==> config.mk <==
export PLATFORM = sky130hd
export DESIGN_NAME = pwm_multi_channel
export DESIGN_NICKNAME = d
export VERILOG_FILES = /design/src/rtl/pwm_multi_channel.sv
export SDC_FILE = /design/constraint.sdc
export NUM_CORES = 1
export LEC_CHECK = 0
export BUFFER_PORTS_ARGS = -buffer_cell sky130_fd_sc_hd__buf_4
export CORE_ASPECT_RATIO = 0.5
export CORE_UTILIZATION = 66
export DETAILED_ROUTE_END_ITERATION = 6
export MAX_ROUTING_LAYER = met4
export PLACE_DENSITY = 0.91
export SYNTH_ARGS = -nofsm -noshare
export SYNTH_HDL_FRONTEND = slang
export SYNTH_SLANG_ARGS = --single-unit
==> constraint.sdc <==
create_clock -name clk -period 26.1 [get_ports clk]
set_clock_uncertainty 0.1 [all_clocks]
set_input_delay 6.525 -clock clk [delete_from_list [all_inputs] [get_ports clk]]
set_output_delay 6.525 -clock clk [all_outputs]
set_load 0.02 [all_outputs]
==> src/rtl/pwm_multi_channel.sv <==
// pwm_multi_channel
//   Multi-channel PWM generator with a shared prescaler and period counter.
//   Each channel has a shadow duty register (written over the wr_* port)
//   and an active duty register that is reloaded from the shadow at every
//   period wrap, so duty changes never produce a glitched period.
//
//   Optional feature macro: PWM_CENTER_ALIGNED_EN
//     undefined : edge-aligned counter 0..MAX, wrap on MAX->0
//     defined   : centre-aligned counter 0..MAX..1, wrap on 1->0 going down
module pwm_multi_channel #(
  parameter int NUM_CH = 16,
  parameter int CNT_W  = 8,
  parameter int DIV_W  = 12,
  parameter int ADDR_W = 6
) (
  input  logic              clk,
  input  logic              rst,
  input  logic              wr_valid,
  input  logic [ADDR_W-1:0] wr_addr,
  input  logic [CNT_W-1:0]  wr_data,
  output logic              wr_ack,
  output logic              wr_err,
  input  logic [DIV_W-1:0]  clk_div,
  input  logic [NUM_CH-1:0] out_en,
  input  logic [NUM_CH-1:0] pwm_en,
  output logic [NUM_CH-1:0] pwm_out,
  output logic              period_tick
);

  localparam logic [CNT_W-1:0]  CNT_MAX    = '1;
  localparam logic [CNT_W-1:0]  CNT_ONE    = CNT_W'(1);
  // Channel count widened by one bit so NUM_CH == 2^ADDR_W still fits.
  localparam logic [ADDR_W:0]   NUM_CH_EXT = (ADDR_W+1)'(NUM_CH);

  // ---------------------------------------------------------------------
  // Write decode
  // ---------------------------------------------------------------------
  logic addr_in_range;
  logic wr_accept;
  logic wr_reject;

  assign addr_in_range = ({1'b0, wr_addr} < NUM_CH_EXT);
  assign wr_accept     = wr_valid &&  addr_in_range;
  assign wr_reject     = wr_valid && !addr_in_range;

  // Write handshake: one-cycle acknowledge or error pulse after each write
  always_ff @(posedge clk or posedge rst) begin
    if (rst) begin
      wr_ack <= 1'b0;
      wr_err <= 1'b0;
    end else begin
      wr_ack <= wr_accept;
      wr_err <= wr_reject;
    end
  end

  // ---------------------------------------------------------------------
  // Prescaler
  // ---------------------------------------------------------------------
  logic [DIV_W-1:0] presc_reg;
  logic [DIV_W-1:0] presc_next;
  logic             tick;

  // Using >= (not ==) lets a freshly lowered clk_div recover in one clock
  // instead of running the counter all the way round.
  assign tick       = (presc_reg >= clk_div);
  assign presc_next = tick ? '0 : presc_reg + DIV_W'(1);

  // Prescaler count register
  always_ff @(posedge clk or posedge rst) begin
    if (rst) begin
      presc_reg <= '0;
    end else begin
      presc_reg <= presc_next;
    end
  end

  // ---------------------------------------------------------------------
  // Period counter
  // ---------------------------------------------------------------------
  logic [CNT_W-1:0] cnt_reg;
  logic [CNT_W-1:0] cnt_next;
  logic             wrap;

`ifdef PWM_CENTER_ALIGNED_EN
  logic dir_down_reg;
  logic dir_down_next;

  // Wrap is the 1->0 step of the down slope; MAX is a turning point only.
  assign wrap = tick && dir_down_reg && (cnt_reg == CNT_ONE);

  // Up/down counter next-state
  always_comb begin
    cnt_next      = cnt_reg;
    dir_down_next = dir_down_reg;
    if (tick) begin
      if (!dir_down_reg) begin
        if (cnt_reg == CNT_MAX) begin
          cnt_next      = CNT_MAX - CNT_ONE;
          dir_down_next = 1'b1;
        end else begin
          cnt_next = cnt_reg + CNT_ONE;
        end
      end else begin
        cnt_next = cnt_reg - CNT_ONE;
        if (cnt_reg == CNT_ONE) begin
          dir_down_next = 1'b0;
        end
      end
    end
  end

  // Counter direction register
  always_ff @(posedge clk or posedge rst) begin
    if (rst) begin
      dir_down_reg <= 1'b0;
    end else begin
      dir_down_reg <= dir_down_next;
    end
  end
`else
  // Edge-aligned: natural binary rollover from MAX back to 0.
  assign wrap     = tick && (cnt_reg == CNT_MAX);
  assign cnt_next = tick ? cnt_reg + CNT_ONE : cnt_reg;
`endif

  // Period counter register
  always_ff @(posedge clk or posedge rst) begin
    if (rst) begin
      cnt_reg <= '0;
    end else begin
      cnt_reg <= cnt_next;
    end
  end

  // Period start flag, aligned with the cycle in which cnt shows 0
  always_ff @(posedge clk or posedge rst) begin
    if (rst) begin
      period_tick <= 1'b0;
    end else begin
      period_tick <= wrap;
    end
  end

  // ---------------------------------------------------------------------
  // Per-channel duty registers and compare
  // ---------------------------------------------------------------------
  logic [NUM_CH-1:0] pwm_next;

  genvar gi;
  generate
    for (gi = 0; gi < NUM_CH; gi++) begin : g_ch
      logic [CNT_W-1:0] shadow_reg;
      logic [CNT_W-1:0] active_reg;
      logic             wr_hit;
      logic             cmp_high;

      assign wr_hit = wr_accept && (wr_addr == ADDR_W'(gi));

      // Shadow duty: host-visible copy, updated by accepted writes
      always_ff @(posedge clk or posedge rst) begin
        if (rst) begin
          shadow_reg <= '0;
        end else if (wr_hit) begin
          shadow_reg <= wr_data;
        end
      end

      // Active duty: reloaded only at a wrap; sees the pre-write shadow
      // when a write lands in the wrap cycle
      always_ff @(posedge clk or posedge rst) begin
        if (rst) begin
          active_reg <= '0;
        end else if (wrap) begin
          active_reg <= shadow_reg;
        end
      end

      // Full-scale duty is forced high so MAX really means 100 %.
      assign cmp_high     = (active_reg == CNT_MAX) || (cnt_reg < active_reg);
      assign pwm_next[gi] = out_en[gi] && (!pwm_en[gi] || cmp_high);
    end
  endgenerate

  // Output pins are registered to keep them glitch-free
  always_ff @(posedge clk or posedge rst) begin
    if (rst) begin
      pwm_out <= '0;
    end else begin
      pwm_out <= pwm_next;
    end
  end

endmodule
# [After elaboration in Yosys (flattened, before gate mapping)]
# Cells that the tools add are included.
[classes] add_sub_neg=2 magnitude_cmp=18 n_eq_ne=32 n_mux=1 n_reduce_logical=85
[ops] operator="8-bit equality test (second input constant)" count=17
[ops] operator="8-bit less-than comparator" count=16
[ops] operator="6-bit by 4-bit equality test with 1-bit output (second input constant)" count=8
[ops] operator="1-bit logical AND" count=35
[ops] operator="1-bit logical OR" count=32
[ops] operator="6-bit by 3-bit equality test with 1-bit output (second input constant)" count=4
[ops] operator="1-bit zero test" count=17
[ops] operator="12-bit by 1-bit adder with 12-bit output (second input constant)" count=1
[ops] operator="6-bit by 2-bit equality test with 1-bit output (second input constant)" count=2
[ops] operator="12-bit greater-or-equal comparator" count=1
[ops] operator="12-bit two-way mux" count=1
[ops] operator="8-bit by 1-bit adder with 8-bit output (second input constant)" count=1
[ops] operator="6-bit by 1-bit equality test with 1-bit output (second input constant)" count=1
[ops] operator="6-bit zero test" count=1
[ops] operator="6-bit by 5-bit less-than comparator with 1-bit output (second input constant)" count=1
[totals] reg_bits=295 in_bits=61 output_inout_bits=19 word_cells=176

# [Logic depth before layout (Yosys ltp)]
# Gate-level depths: netlist of the first run.
[depth] ltp_word=4 depth_mapped=10 ltp_nobuf=8

# [Worst setup path before layout of the first run]
# No wires, ideal clock.
[synth_path] path_kind="input to register" start="input port clk_div[9]" end="register g_ch[0].active_reg[0]" setup_ns=0.125 arrival_ns=8.220 path_slack_ns=17.655 stages=10 path_buffers=2 cell_sequence="inv_1 ha_1 a21o_1 a21oi_1 a2bb2oi_1 o21ai_2 nand3_2 buf_6 buf_8 mux2_4"
[synth_via] elab_chain_cells=2
[synth_lines] item="start: declaration" line_no="23" text="input logic [DIV_W-1:0] clk_div,"
[synth_lines] item="12-bit greater-or-equal comparator" line_no="66" text="assign tick = (presc_reg >= clk_div);"
[synth_lines] item="1-bit logical AND" line_no="123" text="assign wrap = tick && (cnt_reg == CNT_MAX);"
[synth_lines] item="end signal: assignment" line_no="175" text="active_reg <= shadow_reg;"
[synth_lines] item="end: declaration" line_no="154" text="logic [CNT_W-1:0] active_reg;"
# No other way between the ends.
# A chain may end at the register's enable or synchronous reset.

# [Worst setup path in the final report of the first run]
[layout_path] start="input port clk_div[2]" end="register g_ch[5].active_reg[5]"
[layout_via] elab_chain_cells=2
[layout_lines] item="12-bit greater-or-equal comparator" line_no="66"
[layout_lines] item="1-bit logical AND" line_no="123"
[layout_lines] item="end signal: assignment" line_no="175"
[layout_lines] item="end: declaration" line_no="154"
# No other way between the ends.

==> summary.md, run 1 <==
| Metric | Value |
|---|---|
| Vias in the first global route | `10768` |
| Hold Crit Endpoint | `g_ch[0].shadow_reg[6]` |
| R2R depth | `9` |
| HP Start | `g_ch[0].shadow_reg[6]` |
| Drt initial violations | `981` |
| Worst slew pin tran | `1.26 ns` |
| DIE HEIGHT | `109 um` |
| Crit path DAT | `10.16 ns` |
| Setup violators final | `0` |
| # port buffers | `between 70 and 80` |
| Postcts setup bufs | `0` |
| Detailed Route WL | `37300 um` |
| First-pass GRT wire length | `59200 um` |
| Ys async rst share | `1.00` |
| Outcome | `completed` |
| Clock sinks | `295` |
| FMAX | `about 0.1 GHz` |
| Routed Antenna Nets | `0` |
| Filler cells | `1169` |
| Fin crit share | `0.377` |
| Pre-CTS setup slack | `about 16 ns` |
| Rows | `38` |
| R2R Path End | `g_ch[5].active_reg[5]` |
| Ys Warns | `0` |
| Min-Delay Path Class | `reg -> reg` |
| GRT Residual Overflow | `0` |
| Final hold viol count | `0` |
| Seq/Total Area, Yosys | `0.492` |
| Syn Nets | `1356` |
| Critical Path RT | `26.41 ns` |
| CP max FO | `67` |
| Synthesis-stage register bit count | `295` |
| Reg2reg start | `presc_reg[2]` |
| Gpl congestion | `just over 0.8` |
| Worst IR drop on VDD | `between 0.00005 and 0.00006 V` |
| Largest net degree at the start of global routing | `140` |
| Overall Global Routing Usage | `0.341` |
| P&R area growth vs syn | `10.9%` |
| CTS tree | `yes` |
| Final nets | `1441` |
| Leakage Power | `8.23 nW` |
| Post_cts resized | `0` |
| DIE WIDTH | `215 um` |
| Worst Slack Setup Final | `16.25 ns` |
| Netlist cell types | `40` |
| Critical Path End Type | `flop` |
| Drc violations | `0` |
| PwrDens | `64.8 nW/um2` |
| Clock-pin slew on the worst setup and hold paths | `roughly 0.07 ns` |
| EDFF count, synth | `0` |
| H-tree depth reported by CTS | `1` |
| Mapped Area | `about 15000 um2` |
| Initial Util | `0.684` |
| Average wire per standard cell | `23.8 um` |
| Core box area | `around 22000 um2` |
| Hpwl dp | `approximately 22000 um` |
| Relative slew margins | `0.158` |
| Synth Flop Type | `dfrtp_1` |
| Max-cap violations | `0` |
| Reg-to-reg slack, setup | `21.90 ns` |
| Ant diodes | `0` |
| Worst-Skew Late Latency | `0.55 ns` |
| Root buf cell | `clkbuf_16` |
| RSZ-0062 raised after global routing | `false` |
| Crit path launch type | `primary input` |
| 1st-pass router iterations | `5` |
| Longest Clk Path Bufs | `3` |
| TritonCTS Buffers | `26` |
| Via count | `9967` |
| I/O pin cnt | `80` |
| Cells after synthesis | `1169` |
| Max Slew Vio Count | `0` |
| Hold depth | `1` |
| Core Util, Final | `0.758` |
| Fraction of layout cells with a size suffix above 1 | `0.322` |
| Vias/cell | `6.35` |
| Period minus WS final | `slightly below 10 ns` |
| Full die area | `approximately 23000 um2` |
| Crit Path Category | `in -> reg` |
| Total negative slack | `0 ns` |
| Power Total | `0.00108 W` |
| Post-CTS Hold Buffers | `0` |
| Syn Area/Cell | `~13 um2` |
| Initial antenna violation count | `0` |
-- Yosys cell counts, types with 2 or more instances --
master / count / area, um2
a21o_1: 6 / 45.0
a21oi_1: 51 / 255
and3_1: 8 / 50.1
buf_6: 2 / 22.5
buf_8: 10 / 150
clkbuf_1: 15 / 56.3
dfrtp_1: 295 / 7380
ha_1: 126 / 1580
inv_1: 131 / 492
mux2_2: 147 / 1660
mux2_4: 109 / 1640
nand2_1: 19 / 71.3
nand2b_1: 18 / 113
nand3_1: 9 / 45.0
nand3b_1: 2 / 15.0
nand4_1: 34 / 213
nor2_1: 34 / 128
nor2_2: 6 / 37.5
nor2b_1: 20 / 125
nor3_2: 2 / 20.0
nor4b_1: 15 / 131
o21ai_0: 49 / 245
o221ai_1: 15 / 131
or4b_2: 15 / 150
xnor2_1: 9 / 78.8
xor2_1: 8 / 70.1
-- placed cells by master (no fill, tap or decap), types with 4 or more instances in the layout --
cell type / n
clkbuf_16: 26
clkbuf_8: 6
nand3_1: 9
nor4b_1: 15
nor2_1: 34
or4b_2: 15
dfrtp_1: 295
mux2_2: 147
clkinv_2: 4
ha_1: 126
nand4_1: 34
clkbuf_1: 5
nor2_2: 6
mux2_4: 109
xnor2_1: 9
buf_4: 86
a21oi_1: 51
and3_1: 8
nor2b_1: 20
o221ai_1: 15
xor2_1: 8
nand2b_1: 18
a21o_1: 6
nand2_1: 19
inv_1: 130
o21ai_0: 49
-- logic make-up (layout without fill, tap and decap cells) --
kind of cell    Yosys count  in the layout  share of synthesized area
compound gates          126            126                     0.0476
xor+xnor                 17             17                    0.00992
fa+ha+maj               126            126                      0.105
buf+inv                 160            261                     0.0488
flops                   295            295                      0.492
mux                     257            257                      0.220
simple gates            188            188                     0.0772
-- worst max-delay path, stage by stage --
cell and delay (ns):
buf_4 0.08, inv_1 0.03, ha_1 0.29, a211oi_1 0.23, o21ai_1 0.11, a21oi_1 0.28
o21ai_2 0.17, nand3_4 0.08, buf_4 0.80, buf_4 1.12, mux2_4 0.36
-- how the worst max path moves through the flow --
| stage | end | slack [ns] | from |
|---|---|---|---|
| floorplan | cnt_reg[0] | 11.33 | rst |
| global placement | g_ch[8].active_reg[6] | 15.91 | clk_div[2] |
| detailed placement | g_ch[7].active_reg[6] | 15.78 | clk_div[2] |
| CTS | g_ch[5].active_reg[4] | 16.28 | clk_div[2] |
| global route | g_ch[1].active_reg[5] | 16.06 | clk_div[2] |
| finish | g_ch[5].active_reg[5] | 16.25 | clk_div[2] |
-- area by class of cell --
class                      count  area [um2]  area share
sequential                   295        7380       0.443
multi-input combinational    714        6910       0.415
clock buffer                  37         752      0.0451
timing repair buffer          86         646      0.0388
inverter                     131         499      0.0300
tap                          300         375      0.0225
clock inverter                 7        96.3     0.00578
-- power breakdown --
| part | switching [W] | internal (W) |
|---|---|---|
| sequential | 0.0000398 | 0.000496 |
| clock | 0.000171 | 0.000220 |
| combinational | 0.0000802 | 0.0000734 |
-- stage by stage --
step                hold WS, ns  cell area (um2)  cells
floorplan                 0.358            15000   1169
global placement          0.371            15800   1526
detailed placement        0.378            15800   1526
CTS                       0.392            16700   1570
global route              0.406            16700   1570
finish                    0.392            16700   1570
-- layer usage --
metal	GRT usage	vias up	routed length (um)
met4	0.182	0	2280
met2	0.568	451	17900
met3	0.0524	190	2400
met5	-	-	0
li1	-	4293	-
met1	0.410	5033	14700
Note: power is estimated with default switching activity, not from simulation.
==> run 2: changes to the inputs <==
--- a/config.mk
+++ b/config.mk
@@ -7,10 +7,10 @@
 export LEC_CHECK = 0
 export BUFFER_PORTS_ARGS = -buffer_cell sky130_fd_sc_hd__buf_4
 export CORE_ASPECT_RATIO = 0.5
-export CORE_UTILIZATION = 66
+export CORE_UTILIZATION = 62
 export DETAILED_ROUTE_END_ITERATION = 6
 export MAX_ROUTING_LAYER = met4
-export PLACE_DENSITY = 0.91
+export PLACE_DENSITY = 0.87
 export SYNTH_ARGS = -nofsm -noshare
 export SYNTH_HDL_FRONTEND = slang
 export SYNTH_SLANG_ARGS = --single-unit
==> constraint.sdc (replaced) <==
create_clock -name clk -period 9.8 [get_ports clk]
set_clock_uncertainty 0.1 [all_clocks]
set_input_delay 2.45 -clock clk [delete_from_list [all_inputs] [get_ports clk]]
set_output_delay 2.45 -clock clk [all_outputs]
set_load 0.02 [all_outputs]
==> run 2 against run 1 <==
  * The run now ends with DRC left
  * Critical endpoint is now g_ch[9].active_reg[2]
  * Sequential share of layout area hardly changed
  * Routed wire length is 9.3% lower
  * Register-to-register slack worse by 16 ns
  * Flip-flop and latch count stayed put
  * Total power grew to 2.6 times the previous value
  * Highest routed layer unchanged
==> summary.md, run 2 (synthesis gave the netlist of run 1 again) <==
| Metric | Value |
|---|---|
| Outcome | `finished, violations left` |
| Failing checks | `DRC` |
| Largest net degree at the start of global routing | `67` |
| FMAX | `just under 0.2 GHz` |
| Clock-pin slew on the worst setup and hold paths | `0.07 ns` |
| Longest Clk Path Bufs | `3` |
| Leakage Power | `8.24 nW` |
| Setup violators final | `0` |
| Full die area | `24900 um2` |
| Initial antenna violation count | `0` |
| Max Slew Vio Count | `0` |
| P&R area growth vs syn | `11.0%` |
| Initial Util | `0.645` |
| CTS tree | `yes` |
| Critical Path End Type | `flop` |
| CP max FO | `60` |
| Vias in the first global route | `between 10000 and 15000` |
| GRT Residual Overflow | `0` |
| Sequential standard cell area | `7380 um2` |
| Core box area | `23300 um2` |
| Min-Delay Path Class | `reg -> reg` |
| Critical path's most frequent cell | `buf_4` |
| First-pass GRT wire length | `54500 um` |
| Relative slew margins | `0.208` |
| Worst-Skew Late Latency | `about 0.53 ns` |
| Period minus WS final | `between 5 and 6 ns` |
| Crit path DAT | `approximately 5.5 ns` |
| Clock power share | `0.357` |
| Via count | `9687` |
| Average wire per standard cell | `21.4 um` |
| DIE WIDTH | `about 220 um` |
| DIE HEIGHT | `112 um` |
| Crit path launch type | `primary input` |
| Vias/cell | `6.12` |
| I/O pin cnt | `80` |
| Postcts setup bufs | `0` |
| Commonest cells after routing, fill and taps aside | `295 x dfrtp_1, 147 x mux2_2, 130 x inv_1, 126 x ha_1, 109 x mux2_4` |
| Fraction of layout cells with a size suffix above 1 | `0.325` |
| Routed Antenna Nets | `0` |
| Overall Global Routing Usage | `0.289` |
| Pre-CTS setup slack | `4.11 ns` |
| Filler cells | `1361` |
| CP cell instances | `buf_4 > inv_1 > ha_1 > a21o_1 > a21oi_1 > a2bb2oi_1 > o21ai_2 > nand3_4 > buf_4 > mux2_2` |
| Gpl congestion | `roughly 0.83` |
| RSZ-0062 raised after global routing | `false` |
| Slowest CP cell | `buf_4` |
| Power Total | `0.00282 W` |
| Worst IR drop on VDD | `0.000124 V` |
| Multi-input logic area | `6910 um2` |
| Worst Slack Setup Final | `between 4 and 5 ns` |
| Drt initial violations | `605` |
| Root buf cell | `clkbuf_16` |
| H-tree depth reported by CTS | `1` |
| 1st-pass router iterations | `7` |
| Crit Path Category | `in -> reg` |
| Internal power | `about 0.0021 W` |
| Psw | `around 0.00074 W` |
| Post-CTS Hold Buffers | `0` |
| Total negative slack | `0 ns` |
| Rows | `39` |
| TritonCTS Buffers | `25` |
| Final nets | `1445` |
| Critical Path RT | `10.12 ns` |
| Reg-to-reg slack, setup | `between 6 and 7 ns` |
| Max-cap violations | `0` |
| Final hold viol count | `0` |
| Fin crit share | `0.531` |
| Worst slew pin tran | `between 1 and 1.5 ns` |
| Worst path max stage delay | `0.93 ns` |
| Clock sinks | `295` |
| Drc violations | `7` |
| Post_cts resized | `0` |
| Leading cell type in the layout, fill and taps excluded | `dfrtp_1` |
| # port buffers | `79` |
| Hpwl dp | `21300 um` |
| Final hold slack | `0.394 ns` |
| Ant diodes | `0` |
| PwrDens | `169 nW/um2` |
| Combinational Power Share | `0.139` |
| Sw frac | `0.263` |
| Sequential Power Share | `0.504` |
| Detailed Route WL | `33900 um` |
-- run 2: cell types whose count changed in the layout (fill, tap and decap cells not counted), sizes merged --
cell,previous run,this run
clkbuf,37,36
buf,86,91
clkinvlp,0,1
clkinv,5,7
-- run 2: final timing paths --
kind,to,depth (start not counted),from
min in group asynchronous,pwm_out[2],2,rst
worst max register to register,g_ch[9].active_reg[2],8,presc_reg[2]
max in group asynchronous,g_ch[11].active_reg[4],4,rst
worst min-delay path,g_ch[0].shadow_reg[6],1,g_ch[0].shadow_reg[6]
worst min register to register,g_ch[0].shadow_reg[6],1,g_ch[0].shadow_reg[6]
worst max-delay path,g_ch[9].active_reg[2],10,clk_div[9]
-- run 2: metal layers --
layer / GRT usage / wire length [um] / part of all wire / up-vias
li1: - / - / - / 4291
met1: 0.356 / 14300 / 0.42 / 5028
met2: 0.491 / 16900 / 0.50 / 263
met3: 0.0408 / 1510 / 0.045 / 105
met4: 0.107 / 1130 / 0.033 / 0
met5: - / 0 / 0 / -
-- run 2: power groups by stage --
stage / sequential [W] / combinational [W] / clock (W)
5_1_grt: 0.00143 / 0.000434 / 0.00107
3_5_place_dp: 0.00144 / 0.000380 / 0
6_report: 0.00142 / 0.000392 / 0.00101
4_1_cts: 0.00142 / 0.000391 / 0.00102
2_1_floorplan: 0.00142 / 0.000252 / 0
3_3_place_gp: 0.00143 / 0.000356 / 0
-- run 2: worst max-delay path: cells and delay by family --
| family | cells | cell delay (ns) |
|---|---|---|
| buffers and inverters | 3 | 1.03 |
| AO/OA/AOI/OAI | 4 | 0.80 |
| AND/OR/NAND/NOR | 1 | 0.44 |
| multiplexers | 1 | 0.42 |
| adder cells (fa/ha/maj) | 1 | 0.30 |
-- run 2: layout make-up --
cell class / count / area share
clock buffers: 36 / 0.0430
clock inverters: 10 / 0.00623
inverters: 131 / 0.0297
multi-input cells: 714 / 0.414
flip-flops and latches: 295 / 0.443
well taps: 307 / 0.0230
repair buffers: 91 / 0.0410
-- run 2: per-stage QoR --
step	area (um2)	util	instances
CTS	16700	0.716	1584
global placement	15900	0.681	1538
floorplan	15000	-	1169
finish	16700	0.716	1584
detailed placement	15900	0.681	1538
global route	16700	0.716	1584
==> run 3: changes to the inputs <==
--- a/config.mk
+++ b/config.mk
@@ -7,10 +7,10 @@
 export LEC_CHECK = 0
 export BUFFER_PORTS_ARGS = -buffer_cell sky130_fd_sc_hd__buf_4
 export CORE_ASPECT_RATIO = 0.5
-export CORE_UTILIZATION = 62
+export CORE_UTILIZATION = 56
 export DETAILED_ROUTE_END_ITERATION = 6
 export MAX_ROUTING_LAYER = met4
-export PLACE_DENSITY = 0.87
+export PLACE_DENSITY = 0.83
 export SYNTH_ARGS = -nofsm -noshare
 export SYNTH_HDL_FRONTEND = slang
 export SYNTH_SLANG_ARGS = --single-unit
==> constraint.sdc (replaced) <==
create_clock -name clk -period 4.76 [get_ports clk]
set_clock_uncertainty 0.1 [all_clocks]
set_input_delay 1.19 -clock clk [delete_from_list [all_inputs] [get_ports clk]]
set_output_delay 1.19 -clock clk [all_outputs]
set_load 0.02 [all_outputs]
==> run 3 against run 2 <==
  * The flow now finishes without violations
  * Clock-buffer cell count stayed put
  * Final cell count up 2.6%
  * Combinational power increased by 120%
  * Core utilization is 6.4 points lower
  * Via count decreased by 2.4%
  * Critical path depth unchanged
==> summary.md, run 3 (synthesis gave the netlist of run 1 again) <==
| Metric | Value |
|---|---|
| Outcome | `completed` |
| Post-DP Area | `~16000 um2` |
| Worst path max stage delay | `0.56 ns` |
| Initial Util | `0.583` |
| Clock-pin slew on the worst setup and hold paths | `approximately 0.070 ns` |
| HP Start | `g_ch[4].shadow_reg[3]` |
| CP cell instances | `buf_4 > inv_1 > ha_1 > a211oi_1 > o21ai_1 > a21oi_1 > o21ai_2 > nand3_4 > buf_4 > mux2_4` |
| Core box area | `roughly 26000 um2` |
| Worst Setup SP | `clk_div[2]` |
| # port buffers | `79` |
| PwrDens | `350 nW/um2` |
| Largest net degree at the start of global routing | `about 120` |
| Worst slew pin tran | `between 0.8 and 0.9 ns` |
| Overall Global Routing Usage | `0.256` |
| CTS tree | `yes` |
| Post-CTS Hold Buffers | `0` |
| Clock sinks | `295` |
| Vias in the first global route | `between 10000 and 15000` |
| Ant diodes | `0` |
| Fraction of layout cells with a size suffix above 1 | `0.327` |
| CP top delay family | `compound AO/OA/AOI/OAI gates` |
| RSZ-0062 raised after global routing | `false` |
| Min-Delay Path Class | `reg -> reg` |
| Slowest CP cell | `buf_4` |
| Leakage Power | `8.27 nW` |
| Design area | `16800 um2` |
| Max-cap violations | `0` |
| DIE WIDTH | `234 um` |
| I/O pin cnt | `80` |
| Vias/cell | `5.82` |
| Postcts setup bufs | `0` |
| Hpwl dp | `21200 um` |
| P&R area growth vs syn | `11.9%` |
| Max Slew Vio Count | `0` |
| GR Layer Usage met1 | `0.319` |
| Crit path DAT | `roughly 3.6 ns` |
| M3 GR Usage | `0.0407` |
| Drt initial violations | `580` |
| Via count | `roughly 9500` |
| First-pass GRT wire length | `between 50000 and 60000 um` |
| Reg2reg start | `presc_reg[2]` |
| Worst-Skew Late Latency | `~0.55 ns` |
| TritonCTS Buffers | `27` |
| Critical Path RT | `5.10 ns` |
| Crit Path Category | `in -> reg` |
| Critical path buffers and inverters | `3` |
| Fin crit share | `0.680` |
| Final hold slack | `0.401 ns` |
| Crit path launch type | `primary input` |
| CP max FO | `31` |
| GR peak layer | `met2` |
| Leading cell type in the layout, fill and taps excluded | `dfrtp_1` |
| Final nets | `about 1500` |
| Longest Clk Path Bufs | `3` |
| Relative slew margins | `0.429` |
| Gpl congestion | `0.845` |
| Core Util, Final | `0.653` |
| Drc violations | `0` |
| H-tree depth reported by CTS | `1` |
| Average wire per standard cell | `between 20 and 25 um` |
| GRT Residual Overflow | `0` |
| DIE HEIGHT | `118 um` |
| Setup violators final | `0` |
| Critical Path End Type | `flop` |
| Post_cts resized | `0` |
| Rows | `41` |
| FMAX | `~0.3 GHz` |
| Detailed Route WL | `32800 um` |
| Initial antenna violation count | `0` |
| Routed Antenna Nets | `0` |
| Final hold viol count | `0` |
| Critical path's most frequent cell | `buf_4` |
| M2 GR Usage | `0.429` |
| Root buf cell | `clkbuf_16` |
| Commonest cells after routing, fill and taps aside | `295 x dfrtp_1, 147 x mux2_2, 130 x inv_1, 126 x ha_1, 109 x mux2_4` |
| Worst IR drop on VDD | `0.000271 V` |
| Full die area | `27500 um2` |
| Filler cells | `1752` |
| Period minus WS final | `3.24 ns` |
| 1st-pass router iterations | `5` |
[run 3: per-stage QoR]
stage / setup TNS, ns / cells / worst slack [ns] / total power [W]
CTS: 0 / 1625 / 1.57 / 0.00591
floorplan: -131.90 / 1169 / -0.447 / 0.00343
finish: 0 / 1625 / 1.52 / 0.00588
global placement: 0 / 1578 / 1.09 / 0.00369
global route: 0 / 1625 / 1.35 / 0.00613
detailed placement: 0 / 1578 / 0.994 / 0.00376
[run 3: power breakdown]
group / total [W] / internal (W) / switching [W]
sequential: 0.00288 / 0.00272 / 0.000161
combinational: 0.000844 / 0.000405 / 0.000439
clock: 0.00215 / 0.00120 / 0.000949
total: 0.00588 / 0.00433 / 0.00155
[run 3: metal layers]
metal / up-vias / routed length [um]
met5: - / 0
met4: 0 / 988
met3: 82 / 1430
met2: 216 / 16200
met1: 4859 / 14100
li1: 4301 / -
[run 3: layout make-up]
cell class | instances | area [um2] | share of cell area
Tap cell | 344 | 430 | 0.0256
Multi-Input combinational cell | 714 | 6910 | 0.411
Clock buffer | 36 | 739 | 0.0440
Clock inverter | 11 | 121 | 0.00722
Timing Repair Buffer | 94 | 731 | 0.0435
Sequential cell | 295 | 7380 | 0.439
Inverter | 131 | 495 | 0.0295
[run 3: worst paths after layout]
check                                             end  slack, ns  depth (start not counted)
worst max-delay path            g_ch[6].active_reg[6]       1.52                         10
worst min register to register  g_ch[4].active_reg[3]       0.40                          1
max in group asynchronous       g_ch[5].active_reg[6]       2.87                          3
worst min-delay path            g_ch[4].active_reg[3]       0.40                          1
min in group asynchronous               presc_reg[11]       0.67                          2
worst max register to register  g_ch[6].active_reg[6]       1.84                          8
